--- config.mk ---
export PLATFORM = sky130hd
export DESIGN_NAME = spgd_adc_accum
export DESIGN_NICKNAME = d
export VERILOG_FILES = /design/src/rtl/spgd_pkg.sv /design/src/rtl/spgd_cycle_counter.sv /design/src/rtl/spgd_adc_accum.sv
export SDC_FILE = /design/constraint.sdc
export NUM_CORES = 1
export LEC_CHECK = 0
export CORE_ASPECT_RATIO = 1.4
export CORE_UTILIZATION = 28
export CTS_CLUSTER_DIAMETER = 80
export DETAILED_ROUTE_END_ITERATION = 16
export SETUP_SLACK_MARGIN = 0.05
export SYNTH_ARGS = -nofsm -noshare
export SYNTH_HDL_FRONTEND = slang
export SYNTH_SLANG_ARGS = --single-unit
--- constraint.sdc ---
create_clock -name ADC_CLK -period 7.9 [get_ports ADC_CLK]
set_input_delay 1.185 -clock ADC_CLK [delete_from_list [all_inputs] [get_ports ADC_CLK]]
set_output_delay 1.185 -clock ADC_CLK [all_outputs]
set_load 0.01 [all_outputs]
--- src/rtl/spgd_pkg.sv ---
// Shared definitions for the SPGD acquisition path: state encoding, default
// widths and the accumulation-exponent clamp.
package spgd_pkg;

   localparam int ADC_WIDTH = 14;
   localparam int MAX_LOG2  = 10;

   typedef enum logic [1:0] {
      ST_IDLE   = 2'b00,
      ST_SETTLE = 2'b01,
      ST_ACCUM  = 2'b10,
      ST_DONE   = 2'b11
   } acc_state_t;

   function automatic logic [3:0] clamp_log2(input logic [3:0] k, input logic [3:0] k_max);
      logic [3:0] r;
      if (k > k_max) begin
         r = k_max;
      end else begin
         r = k;
      end
      return r;
   endfunction

endpackage

--- src/rtl/spgd_cycle_counter.sv ---
// Loadable up-counter with synchronous clear and a terminal-match flag,
// shared by the settle and accumulate phases.
module spgd_cycle_counter #(
   parameter int CNT_W = 10
) (
   input  logic             clk,
   input  logic             rst,
   input  logic             load,
   input  logic [CNT_W-1:0] load_val,
   input  logic             clr,
   input  logic             inc,
   input  logic [CNT_W-1:0] cmp_val,
   output logic             match
);

   logic [CNT_W-1:0] count_r;

   // count register: clear beats load beats increment
   always_ff @(posedge clk or posedge rst) begin
      if (rst) begin
         count_r <= {CNT_W{1'b0}};
      end else if (clr) begin
         count_r <= {CNT_W{1'b0}};
      end else if (load) begin
         count_r <= load_val;
      end else if (inc) begin
         count_r <= count_r + CNT_W'(1);
      end else begin
         count_r <= count_r;
      end
   end

   assign match = (count_r == cmp_val);

endmodule

--- src/rtl/spgd_adc_accum.sv ---
// ADC-side acquisition responder: discards S settling samples, sums 2^k signed
// samples, then holds the sum/average with ADC_DONE until ADC_EN drops.
module spgd_adc_accum #(
   parameter int ADC_WIDTH    = spgd_pkg::ADC_WIDTH,
   parameter int MAX_LOG2     = spgd_pkg::MAX_LOG2,
   parameter int SETTLE_WIDTH = 8,
   parameter int ACC_WIDTH    = ADC_WIDTH + MAX_LOG2
) (
   input  logic                        ADC_CLK,
   input  logic                        RST,
   input  logic                        ADC_EN,
   input  logic signed [ADC_WIDTH-1:0] ADC_DATA,
   input  logic [3:0]                  NUM_LOG2,
   input  logic [SETTLE_WIDTH-1:0]     SETTLE_CYCLES,
   output logic                        ADC_DONE,
   output logic signed [ACC_WIDTH-1:0] ADC_SUM,
   output logic signed [ADC_WIDTH-1:0] ADC_AVG,
   output logic                        BUSY,
   output logic [1:0]                  ACC_STATE
);

   import spgd_pkg::*;

   localparam int CNT_W = (SETTLE_WIDTH > MAX_LOG2) ? SETTLE_WIDTH : MAX_LOG2;

   acc_state_t                  state_r;
   acc_state_t                  state_nxt_s;
   logic [3:0]                  k_r;
   logic [SETTLE_WIDTH-1:0]     s_r;
   logic signed [ACC_WIDTH-1:0] acc_r;
   logic signed [ACC_WIDTH-1:0] sum_r;
   logic signed [ADC_WIDTH-1:0] avg_r;

   logic signed [ACC_WIDTH-1:0] data_ext_s;
   logic signed [ACC_WIDTH-1:0] sum_nxt_s;
   logic [CNT_W-1:0]            n_last_s;
   logic [CNT_W-1:0]            s_last_s;
   logic [CNT_W-1:0]            cnt_cmp_s;
   logic                        cnt_load_s;
   logic                        cnt_clr_s;
   logic                        cnt_inc_s;
   logic                        cnt_match_s;

   assign data_ext_s = {{(ACC_WIDTH-ADC_WIDTH){ADC_DATA[ADC_WIDTH-1]}}, ADC_DATA};
   assign sum_nxt_s  = acc_r + data_ext_s;
   // N-1 as a low-bit mask; wraps correctly when k equals the counter width
   assign n_last_s   = ~({CNT_W{1'b1}} << k_r);
   assign s_last_s   = CNT_W'(s_r) - CNT_W'(1);
   assign cnt_cmp_s  = (state_r == ST_SETTLE) ? s_last_s : n_last_s;

   spgd_cycle_counter #(.CNT_W(CNT_W)) u_cnt (
      .clk      (ADC_CLK),
      .rst      (RST),
      .load     (cnt_load_s),
      .load_val ({CNT_W{1'b0}}),
      .clr      (cnt_clr_s),
      .inc      (cnt_inc_s),
      .cmp_val  (cnt_cmp_s),
      .match    (cnt_match_s)
   );

   // next-state and counter control
   always_comb begin
      state_nxt_s = state_r;
      cnt_load_s  = 1'b0;
      cnt_clr_s   = 1'b0;
      cnt_inc_s   = 1'b0;
      case (state_r)
         ST_IDLE: begin
            if (ADC_EN) begin
               cnt_load_s  = 1'b1;
               state_nxt_s = (SETTLE_CYCLES != {SETTLE_WIDTH{1'b0}}) ? ST_SETTLE : ST_ACCUM;
            end else begin
               state_nxt_s = ST_IDLE;
            end
         end
         ST_SETTLE: begin
            if (!ADC_EN) begin
               state_nxt_s = ST_IDLE;
            end else if (cnt_match_s) begin
               cnt_clr_s   = 1'b1;
               state_nxt_s = ST_ACCUM;
            end else begin
               cnt_inc_s   = 1'b1;
            end
         end
         ST_ACCUM: begin
            if (!ADC_EN) begin
               state_nxt_s = ST_IDLE;
            end else if (cnt_match_s) begin
               state_nxt_s = ST_DONE;
            end else begin
               cnt_inc_s   = 1'b1;
            end
         end
         ST_DONE: begin
            if (!ADC_EN) begin
               state_nxt_s = ST_IDLE;
            end else begin
               state_nxt_s = ST_DONE;
            end
         end
         default: begin
            state_nxt_s = ST_IDLE;
         end
      endcase
   end

   // state, latched configuration, accumulator and result registers
   always_ff @(posedge ADC_CLK or posedge RST) begin
      if (RST) begin
         state_r <= ST_IDLE;
         k_r     <= 4'd0;
         s_r     <= {SETTLE_WIDTH{1'b0}};
         acc_r   <= {ACC_WIDTH{1'b0}};
         sum_r   <= {ACC_WIDTH{1'b0}};
         avg_r   <= {ADC_WIDTH{1'b0}};
      end else begin
         state_r <= state_nxt_s;
         if ((state_r == ST_IDLE) && ADC_EN) begin
            k_r   <= clamp_log2(NUM_LOG2, 4'(MAX_LOG2));
            s_r   <= SETTLE_CYCLES;
            acc_r <= {ACC_WIDTH{1'b0}};
         end else if ((state_r == ST_ACCUM) && ADC_EN) begin
            acc_r <= sum_nxt_s;
            if (cnt_match_s) begin
               sum_r <= sum_nxt_s;
               avg_r <= ADC_WIDTH'(sum_nxt_s >>> k_r);
            end
         end
      end
   end

   assign ADC_DONE  = (state_r == ST_DONE);
   assign BUSY      = (state_r == ST_SETTLE) || (state_r == ST_ACCUM);
   assign ACC_STATE = state_r;
   assign ADC_SUM   = sum_r;
   assign ADC_AVG   = avg_r;

endmodule

==> results.py, run 1 <==
metrics = {
    "synthesis": {
        "syn_inst": 765,
        "synth_cell_types": 87,
        "synth_area_mm2": 0.00664,
        "synth-seq-area-share_pct": 32.4,
        "synthFlopType": "dfrtp_1",
        "synth_edf_count": 0,
        "async_reset_ff_share_pct": 100,
        "ys_ff_latch": 86,
        "syn-num-nets": 825,
        "yosys_warnings": 0,
        "syn_area_per_cell_um2": 8.67,
    },
    "layout": {
        "synthToLayoutAreaGrowth_pct": 18.8,
        "drive_gt1_share_pct": 8.64,
        "antenna_cells": 0,
        "fillers": 2438,
        "post-route-util_pct": 33.9,
        "nNetsFinal": 865,
    },
    "sta": {
        "fin_crit_sh_pct": 60.5,
        "final.setup.worst_slack_ns": 3.12,
        "fin_skew_ns": 0.0156,
        "hold_viol": 0,
        "post-route-min-period_ns": 4.78,
        "tightest_slew_ns": 1.10,
        "setup_tns_ns": 0,
        "fmaxAchievable_mhz": 209,
        "slew_headroom_pct": 26.6,
        "final_max_slew_viol_count": 0,
        "setup_viol": 0,
        "rsz0062_at_grt": "no",
    },
    "placement": {
        "port_buffers": 70,
        "dp_slack_ns": 2.86,
        "gp_congestion": 0.869,
        "dp_hpwl_um": 15800,
    },
    "worst_setup_path": {
        "crit_top_cell": "nor2_1",
        "critPathMaxStageDelay_ns": 0.69,
        "cp.arrival_ns": 5.01,
        "worstSetupPathType": "input port to flop",
        "path_cells": "clkdlybuf4s50_1, ha_1, nand2_1, o21a_1, a211oi_1, nor2_1, nor3b_1, nor2_1, mux4_2, a2111o_1, o311a_1",
        "cp-start-kind": "input port",
        "endpoint_kind": "flop",
        "worst_path_max_delay_cell": "clkdlybuf4s50_1",
        "worstPathRequired_ns": 8.13,
        "path_max_fanout": 12,
    },
    "global_route": {
        "grt_pass1_vias": 5850,
        "grt_pass1_wl_um": 32400,
        "track_usage_pct": 17.4,
        "grt_max_degree": 67,
        "grt-ovfl-total": 0,
        "antenna_found_initial": 0,
    },
    "die": {
        "rows": 66,
        "start_util_pct": 28.5,
        "die_w_um": 132,
        "io_pins": 71,
        "core_area_mm2": 0.0233,
        "die_area_mm2": 0.0243,
        "dieHeight_um": 184,
    },
    "detailed_routing": {
        "firstDrtPassIters": 5,
        "drtAntennaViolNets": 0,
        "wl_per_cell_um": 18.5,
        "drc": 0,
        "vias": 6042,
        "vias_per_cell": 5.41,
        "wl_um": 20700,
        "drtIter0Drc": 441,
    },
    "pwr": {
        "power_density_mw_per_mm2": 323,
        "vdd_drop_max_uv": 155,
        "leakage_uw": 0.00331,
    },
    "cts": {
        "post_cts_buffers": 0,
        "clkTransAtPathRegs_ns": 0.06,
        "h-tree-depth": 3,
        "ctsHoldBuffers": 0,
        "clk_latency_ns": 0.36,
        "clock-sinks": 86,
        "cts_resized": 0,
        "numCtsBuffers": 9,
        "tritoncts": "built",
        "cts_root_buf": "clkbuf_16",
        "clockBufferDepth": 2,
    },
    "outcome": {
        "status": "finished, final reports clean",
    },
    "flow_run": {
        "drv_cap": 0,
    },
    "worst_hold_path": {
        "hp-class": "flop to flop",
    },
}
[cells by family (layout without fill, tap and decap cells)]
| logic type | after synthesis | count (layout) | share of synthesized area, % |
|---|---|---|---|
| compound gates | 225 | 225 | 23.5 |
| xor+xnor | 34 | 34 | 4.49 |
| fa+ha+maj | 31 | 31 | 5.96 |
| buf+inv | 66 | 111 | 4.54 |
| flops | 86 | 86 | 32.4 |
| mux | 38 | 38 | 7.84 |
| simple gates | 285 | 285 | 21.2 |
[report_power, final]
part / switching [uW] / internal, uW / total (uW)
Combinational: 898 / 557 / 1450
Sequential: 82.5 / 507 / 590
Clock: 187 / 311 / 498
[final timing paths]
| check | cells past startpoint | from | endpoint | slack (ns) |
|---|---|---|---|---|
| setup / recovery | 11 | ADC_DATA[13] | ADC_AVG[7]$_DFFE_PP0P_ | 3.12 |
| hold / removal | 2 | ADC_SUM[0]$_DFFE_PP0P_ | ADC_SUM[0]$_DFFE_PP0P_ | 0.48 |
| setup reg to reg | 11 | ACC_STATE[1]$_DFFE_PP0P_ | ADC_AVG[10]$_DFFE_PP0P_ | 3.55 |
| hold reg to reg | 2 | ADC_SUM[0]$_DFFE_PP0P_ | ADC_SUM[0]$_DFFE_PP0P_ | 0.48 |
| max in group asynchronous | 3 | RST | ADC_AVG[3]$_DFFE_PP0P_ | 5.58 |
| min in group asynchronous | 2 | RST | ADC_SUM[7]$_DFFE_PP0P_ | 1.12 |
[layout by cell type (no fill, tap or decap), types with 10 or more instances in the layout]
cell             count
mux2_2              12
ha_1                30
dfrtp_1             86
a211oi_1            16
nor4_1              10
nor2_1              49
o21ai_0             50
clkdlybuf4s50_1     70
xnor2_1             14
a22o_1              17
inv_1               13
xor2_1              20
nand2_1            109
nor3_1              19
nand3_1             21
mux4_2              10
a31oi_1             10
a21oi_1             44
and3_1              12
mux2i_1             16
[area by class of cell]
type	count	area, um2	share of cell area [%]
Timing Repair Buffer	77	753	9.55
Tap cell	306	383	4.86
Clock inverter	5	106	1.35
Inverter	18	68.8	0.873
Sequential cell	86	2150	27.3
Clock buffer	11	233	2.95
Multi-Input combinational cell	613	4190	53.1
[synth_stat cells, types with 7 or more instances]
library cell  number  share of area, %
nand2_1          109               6.2
dfrtp_1           86                32
o21ai_0           50               3.8
nor2_1            49               2.8
a21oi_1           44               3.3
ha_1              30               5.7
clkbuf_1          24               1.4
nand3_1           21               1.6
xor2_1            20               2.6
nor3_1            19               1.4
a22o_1            17               2.2
a211oi_1          16               1.8
mux2i_1           16               2.4
inv_1             14              0.79
xnor2_1           14               1.8
buf_2             13              0.98
and3_1            12               1.1
mux2_2            12               2.0
a31oi_1           10              0.94
mux4_2            10               3.4
nor4_1            10              0.94
nand4_1            9              0.85
nor2b_1            8              0.75
o21a_1             7              0.79
o31ai_1            7              0.79
[registers in the layout, indices dropped and copies added (netlist names)]
name / count
ADC_SUM: 24
acc_r: 24
ADC_AVG: 14
u_cnt.count_r: 10
s_r: 8
k_r: 4
ACC_STATE: 2
[metrics by stage]
| stage | instances | area, um2 | power [uW] | hold slack [ns] |
|---|---|---|---|---|
| 6_report | 1116 | 7880 | 2540 | 0.479 |
| 5_1_grt | 1116 | 7880 | 2710 | 0.510 |
| 3_3_place_gp | 1100 | 7540 | 2030 | 0.465 |
| 3_5_place_dp | 1100 | 7540 | 2030 | 0.466 |
| 4_1_cts | 1116 | 7880 | 2540 | 0.482 |
| 2_1_floorplan | 765 | 6640 | 1650 | 0.454 |
[critical path, delay by kind of cell]
kind	cells	cell delay, ns
multiplexers	1	0.51
AND/OR/NAND/NOR	4	0.84
buffers and inverters	1	0.69
AO/OA/AOI/OAI	4	1.08
adder cells (fa/ha/maj)	1	0.69
[metal layers]
layer	vias to the layer above	routed length (um)	track usage [%]	share of wire, %
met3	47	747	2.81	3.6
met5	-	0	0	0
li1	2914	-	-	-
met2	173	10700	31.9	52
met4	0	926	8.98	4.5
met1	2908	8290	19.3	40
No activity file was read; power rests on OpenSTA's default activity.
==> run 2: changes to the inputs <==
==> constraint.sdc (replaced) <==
create_clock -name ADC_CLK -period 4.8 [get_ports ADC_CLK]
set_input_delay 0.72 -clock ADC_CLK [delete_from_list [all_inputs] [get_ports ADC_CLK]]
set_output_delay 0.72 -clock ADC_CLK [all_outputs]
set_load 0.01 [all_outputs]
==> results.py, run 2 (synthesis gave the netlist of run 1 again) <==
metrics = {
    "outcome": {
        "status": "finished, final reports clean",
    },
    "detailed_routing": {
        "vias_per_cell": 5.47,
        "wl_per_cell_um": 18.8,
        "drtAntennaViolNets": 0,
        "drtIter0Drc": 387,
        "wl_um": 21200,
        "vias": 6181,
        "drc": 0,
        "firstDrtPassIters": 5,
    },
    "sta": {
        "setup_viol": 0,
        "hold_viol": 0,
        "fin_skew_ns": 0.0143,
        "fmaxAchievable_mhz": 249,
        "fin_crit_sh_pct": 83.6,
        "final_max_slew_viol_count": 0,
        "slew_headroom_pct": 37.6,
        "rsz0062_at_grt": "no",
        "setup_tns_ns": 0,
        "tightest_slew_ns": 0.935,
        "post-route-min-period_ns": 4.01,
        "hold-worst-slack_ns": 0.478,
    },
    "worst_setup_path": {
        "worst_path_max_delay_cell": "or4_1",
        "endpoint_kind": "flop",
        "rrSetupSlack_ns": 0.82,
        "worstSetupPathType": "input port to flop",
        "path_cells": "clkdlybuf4s50_1, ha_1, fa_1, a211oi_2, nor3_1, or4_1, and2_4, xor2_1, mux2i_1, mux4_2, a211oi_1, a21o_1",
        "path_max_fanout": 4,
        "crit_family": "simple AND/OR/NAND/NOR gates",
        "cp.arrival_ns": 4.31,
        "path_buf_inv": 1,
        "critPathMaxStageDelay_ns": 0.53,
        "worstPathRequired_ns": 5.09,
        "cp-start-kind": "input port",
    },
    "placement": {
        "gp_congestion": 0.910,
        "port_buffers": 70,
        "dp_hpwl_um": 16300,
    },
    "pwr": {
        "leakage_uw": 0.00335,
        "power_density_mw_per_mm2": 520,
        "vdd_drop_max_uv": 273,
        "power_uw": 4130,
    },
    "layout": {
        "synthToLayoutAreaGrowth_pct": 19.7,
        "nNetsFinal": 880,
        "antenna_cells": 0,
        "final_common_cell": "nand2_1",
        "final_cell_mix": "nand2_1 (109), dfrtp_1 (86), clkdlybuf4s50_1 (70), o21ai_0 (50), nor2_1 (49)",
        "drive_gt1_share_pct": 10.5,
    },
    "cts": {
        "clock-sinks": 86,
        "clockBufferDepth": 2,
        "ctsHoldBuffers": 0,
        "tritoncts": "built",
        "post_cts_buffers": 0,
        "h-tree-depth": 3,
        "clk_latency_ns": 0.36,
        "numCtsBuffers": 9,
        "clkTransAtPathRegs_ns": 0.07,
        "cts_resized": 0,
        "cts_root_buf": "clkbuf_16",
    },
    "die": {
        "rows": 66,
        "die_area_mm2": 0.0243,
        "core_area_mm2": 0.0233,
        "dieHeight_um": 184,
        "io_pins": 71,
        "start_util_pct": 28.5,
        "die_w_um": 132,
    },
    "worst_hold_path": {
        "hp-class": "flop to flop",
    },
    "global_route": {
        "grt_max_degree": 52,
        "grt-ovfl-total": 0,
        "antenna_found_initial": 0,
        "grt_pass1_wl_um": 34100,
        "grt_pass1_vias": 6268,
        "track_usage_pct": 18.2,
    },
    "flow_run": {
        "drv_cap": 0,
    },
}
[run 2: changes by cell type in the layout (fill, tap and decap cells not counted)]
cell / before / now
buf_4: 7 / 22
bufinv_16: 3 / 0
clkbuf_1: 2 / 0
clkbuf_8: 0 / 2
clkinv_4: 0 / 2
clkinvlp_4: 1 / 2
nor3b_2: 0 / 1
nor3b_4: 1 / 0
[run 2: path summary, 6_finish.rpt]
| kind | from | end | cells after the start |
|---|---|---|---|
| setup / recovery | ADC_DATA[0] | ADC_AVG[2]$_DFFE_PP0P_ | 12 |
| hold / removal | ADC_SUM[1]$_DFFE_PP0P_ | ADC_SUM[1]$_DFFE_PP0P_ | 2 |
| setup reg to reg | ACC_STATE[1]$_DFFE_PP0P_ | ADC_SUM[23]$_DFFE_PP0P_ | 10 |
| hold reg to reg | ADC_SUM[1]$_DFFE_PP0P_ | ADC_SUM[1]$_DFFE_PP0P_ | 2 |
| max in group asynchronous | RST | acc_r[23]$_DFFE_PP0P_ | 3 |
| min in group asynchronous | RST | acc_r[3]$_DFFE_PP0P_ | 2 |
[run 2: worst register-to-register path: stages (launching register included)]
cell,delay (ns)
dfrtp_1,0.44
inv_1,0.13
ha_1,0.64
nor3b_1,0.33
a32oi_1,0.15
o32a_1,0.32
a311o_1,0.29
nor3_2,0.35
and3_1,0.56
buf_4,0.30
mux2_2,0.35
[run 2: per-stage QoR]
stage               setup WS, ns  instance area (um2)  utilization, %  instances
floorplan                   1.16                 6640               -        765
global placement           0.463                 7650            32.9       1115
detailed placement         0.443                 7650            32.9       1115
CTS                        0.804                 7950            34.1       1131
global route               0.520                 7950            34.1       1131
finish                     0.786                 7950            34.1       1131
[run 2: power breakdown]
group / internal [uW] / switching, uW
clock network: 383 / 325
registers: 835 / 152
logic: 954 / 1480
[run 2: per-layer routing]
layer  GRT usage (%)  up-vias  wire (um)
met5               0        -          0
met3            2.34       50        777
met2            33.3      186      11100
met4            10.9        0       1110
met1            19.9     2987       8220
li1                -     2958          -
[run 2: layout make-up]
cell class                      instances  area [um2]
Fill cell                            2473       15300
Inverter                               18        68.8
Sequential cell                        86        2150
Clock buffer                           11         253
Clock inverter                          5        41.3
Timing Repair Buffer                   92         866
Tap cell                              306         383
Multi-Input combinational cell        613        4180
==> run 3: changes to the inputs <==
==> constraint.sdc (replaced) <==
create_clock -name ADC_CLK -period 3.6 [get_ports ADC_CLK]
set_input_delay 0.54 -clock ADC_CLK [delete_from_list [all_inputs] [get_ports ADC_CLK]]
set_output_delay 0.54 -clock ADC_CLK [all_outputs]
set_load 0.01 [all_outputs]
==> results.py, run 3 (synthesis gave the netlist of run 1 again) <==
metrics = {
    "global_route": {
        "grt_pass1_vias": 6738,
        "grt_max_degree": 52,
        "grt-ovfl-total": 0,
        "antenna_found_initial": 0,
        "grt_pass1_wl_um": 35700,
        "track_usage_pct": 18.8,
    },
    "sta": {
        "final_max_slew_viol_count": 0,
        "rsz0062_at_grt": "yes",
        "hold_viol": 0,
        "slew_headroom_pct": 55.4,
        "tightest_slew_ns": 0.669,
        "setup_tns_ns": 0,
        "setup_viol": 0,
        "post-route-min-period_ns": 3.47,
        "fin_crit_sh_pct": 96.5,
        "fin_skew_ns": 0.0112,
        "fmaxAchievable_mhz": 288,
    },
    "pwr": {
        "leakage_uw": 0.00400,
        "clkPwrFrac_pct": 15.9,
        "internal_power_uw": 3480,
        "vdd_drop_max_uv": 361,
        "power.switching_uw": 2810,
        "power_frac_comb_pct": 63.2,
        "p_seq_share_pct": 20.9,
        "p_sw_share_pct": 44.7,
        "power_density_mw_per_mm2": 689,
    },
    "cts": {
        "h-tree-depth": 3,
        "clockBufferDepth": 2,
        "cts_root_buf": "clkbuf_16",
        "clkTransAtPathRegs_ns": 0.07,
        "tritoncts": "built",
        "clk_latency_ns": 0.36,
        "ctsHoldBuffers": 0,
        "numCtsBuffers": 9,
        "clock-sinks": 86,
    },
    "worst_setup_path": {
        "r2r-end": "ADC_AVG[7]$_DFFE_PP0P_",
        "cp-start-kind": "input port",
        "endpoint_kind": "flop",
        "worstSetupPathType": "input port to flop",
        "worstPathRequired_ns": 3.83,
        "rr_worst_depth": 11,
        "crit_top_cell": "buf_4",
        "cp.arrival_ns": 3.71,
        "path_buf_inv": 4,
        "crit_family": "buffers and inverters",
        "path_cells": "clkdlybuf4s50_1, ha_1, buf_4, a221oi_2, buf_4, a21boi_2, nor2_2, buf_4, xor2_1, mux4_2, nor2_1, a2111o_1, o311a_1",
        "timing.rr.start": "acc_r[0]$_DFFE_PP0P_",
        "critPathMaxStageDelay_ns": 0.43,
        "rrSetupSlack_ns": 0.19,
        "worst_path_max_delay_cell": "clkdlybuf4s50_1",
        "path_max_fanout": 6,
    },
    "placement": {
        "placed_area_mm2": 0.00856,
        "port_buffers": 70,
        "gp_congestion": 0.889,
        "dp_cells": 1235,
        "dp_hpwl_um": 17500,
    },
    "detailed_routing": {
        "firstDrtPassIters": 5,
        "drtIter0Drc": 488,
        "vias": 6676,
        "wl_um": 22400,
        "drc": 0,
        "drtAntennaViolNets": 0,
        "vias_per_cell": 5.31,
        "wl_per_cell_um": 17.8,
    },
    "layout": {
        "synthToLayoutAreaGrowth_pct": 37.5,
        "post-route-util_pct": 39.2,
        "drive_gt1_share_pct": 25.3,
        "final_cell_count_no_fill": 1257,
        "antenna_cells": 0,
        "design_area_mm2": 0.00912,
        "final_common_cell": "buf_4",
        "final_cell_mix": "buf_4 (147), nand2_1 (109), dfrtp_1 (86), clkdlybuf4s50_1 (66), nor2_1 (49)",
        "nNetsFinal": 1006,
    },
    "die": {
        "rows": 66,
        "die_area_mm2": 0.0243,
        "dieHeight_um": 184,
        "die_w_um": 132,
        "io_pins": 71,
        "core_area_mm2": 0.0233,
        "start_util_pct": 28.5,
    },
    "flow_run": {
        "drv_cap": 0,
    },
    "outcome": {
        "status": "finished, final reports clean",
    },
    "worst_hold_path": {
        "holdPathStages": 2,
        "hp-start": "ADC_SUM[0]$_DFFE_PP0P_",
        "hp-class": "flop to flop",
        "min_to": "ADC_SUM[0]$_DFFE_PP0P_",
    },
}
## run 3: worst max-delay path by stage
stage	from	endpoint	slack, ns	cells after the start
floorplan	ADC_DATA[0]	ADC_AVG[7]$_DFFE_PP0P_	0.14	11
global placement	ADC_DATA[0]	ADC_AVG[7]$_DFFE_PP0P_	-0.48	12
detailed placement	ADC_DATA[0]	ADC_AVG[7]$_DFFE_PP0P_	-0.49	12
CTS	ADC_DATA[13]	ADC_AVG[7]$_DFFE_PP0P_	0.04	11
global route	ADC_DATA[10]	ADC_AVG[3]$_DFFE_PP0P_	0.006	11
finish	ADC_DATA[4]	ADC_AVG[7]$_DFFE_PP0P_	0.13	13
## run 3: final cells by class
| type | count | area, um2 |
|---|---|---|
| fill | 2389 | 14200 |
| multi-input combinational | 613 | 4390 |
| sequential | 86 | 2150 |
| timing repair buffer | 218 | 1830 |
| tap | 306 | 383 |
| clock buffer | 9 | 225 |
| clock inverter | 7 | 80.1 |
| inverter | 18 | 68.8 |
## run 3: through the flow
step | hold slack [ns] | setup WS (ns) | power [uW]
after floorplan | 0.454 | 0.139 | 3630
after global placement | 0.460 | -0.479 | 5060
after detailed placement | 0.467 | -0.491 | 5100
after CTS | 0.485 | 0.0371 | 6160
after global routing | 0.509 | 0.00605 | 6710
final | 0.484 | 0.125 | 6280
## run 3: metal layers
metal | track usage (%) | wire length [um] | vias to the layer above
li1 | - | - | 3199
met1 | 20.9 | 8800 | 3243
met2 | 34.9 | 11800 | 186
met4 | 9.91 | 1010 | 0
met5 | 0 | 0 | -
met3 | 2.31 | 770 | 48
## run 3: worst reg2reg max path: stages (launching register included)
cell and delay [ns]:
dfrtp_1 0.39, ha_2 0.20, fa_2 0.37, a211oi_4 0.29, nor3_2 0.10, or4_4 0.56
and2_4 0.19, a21oi_4 0.15, nor3_2 0.06, mux4_2 0.49, a2111o_1 0.37, o311a_1 0.12
## run 3: what timing repair did
| item | 4_1_cts | 5_1_grt |
|---|---|---|
| setup buffers | 6 | 0 |
| gates resized for setup | 11 | 32 |
| pin swaps | 8 | 5 |
| setup endpoints to repair | 7 | 12 |
## run 3: power groups by stage
| stage | logic [uW] | clock network [uW] | registers [uW] |
|---|---|---|---|
| after floorplan | 2400 | 0 | 1230 |
| after global placement | 3740 | 0 | 1320 |
| after detailed placement | 3770 | 0 | 1330 |
| after CTS | 3840 | 1010 | 1310 |
| after global routing | 4310 | 1050 | 1340 |
| final | 3970 | 997 | 1320 |
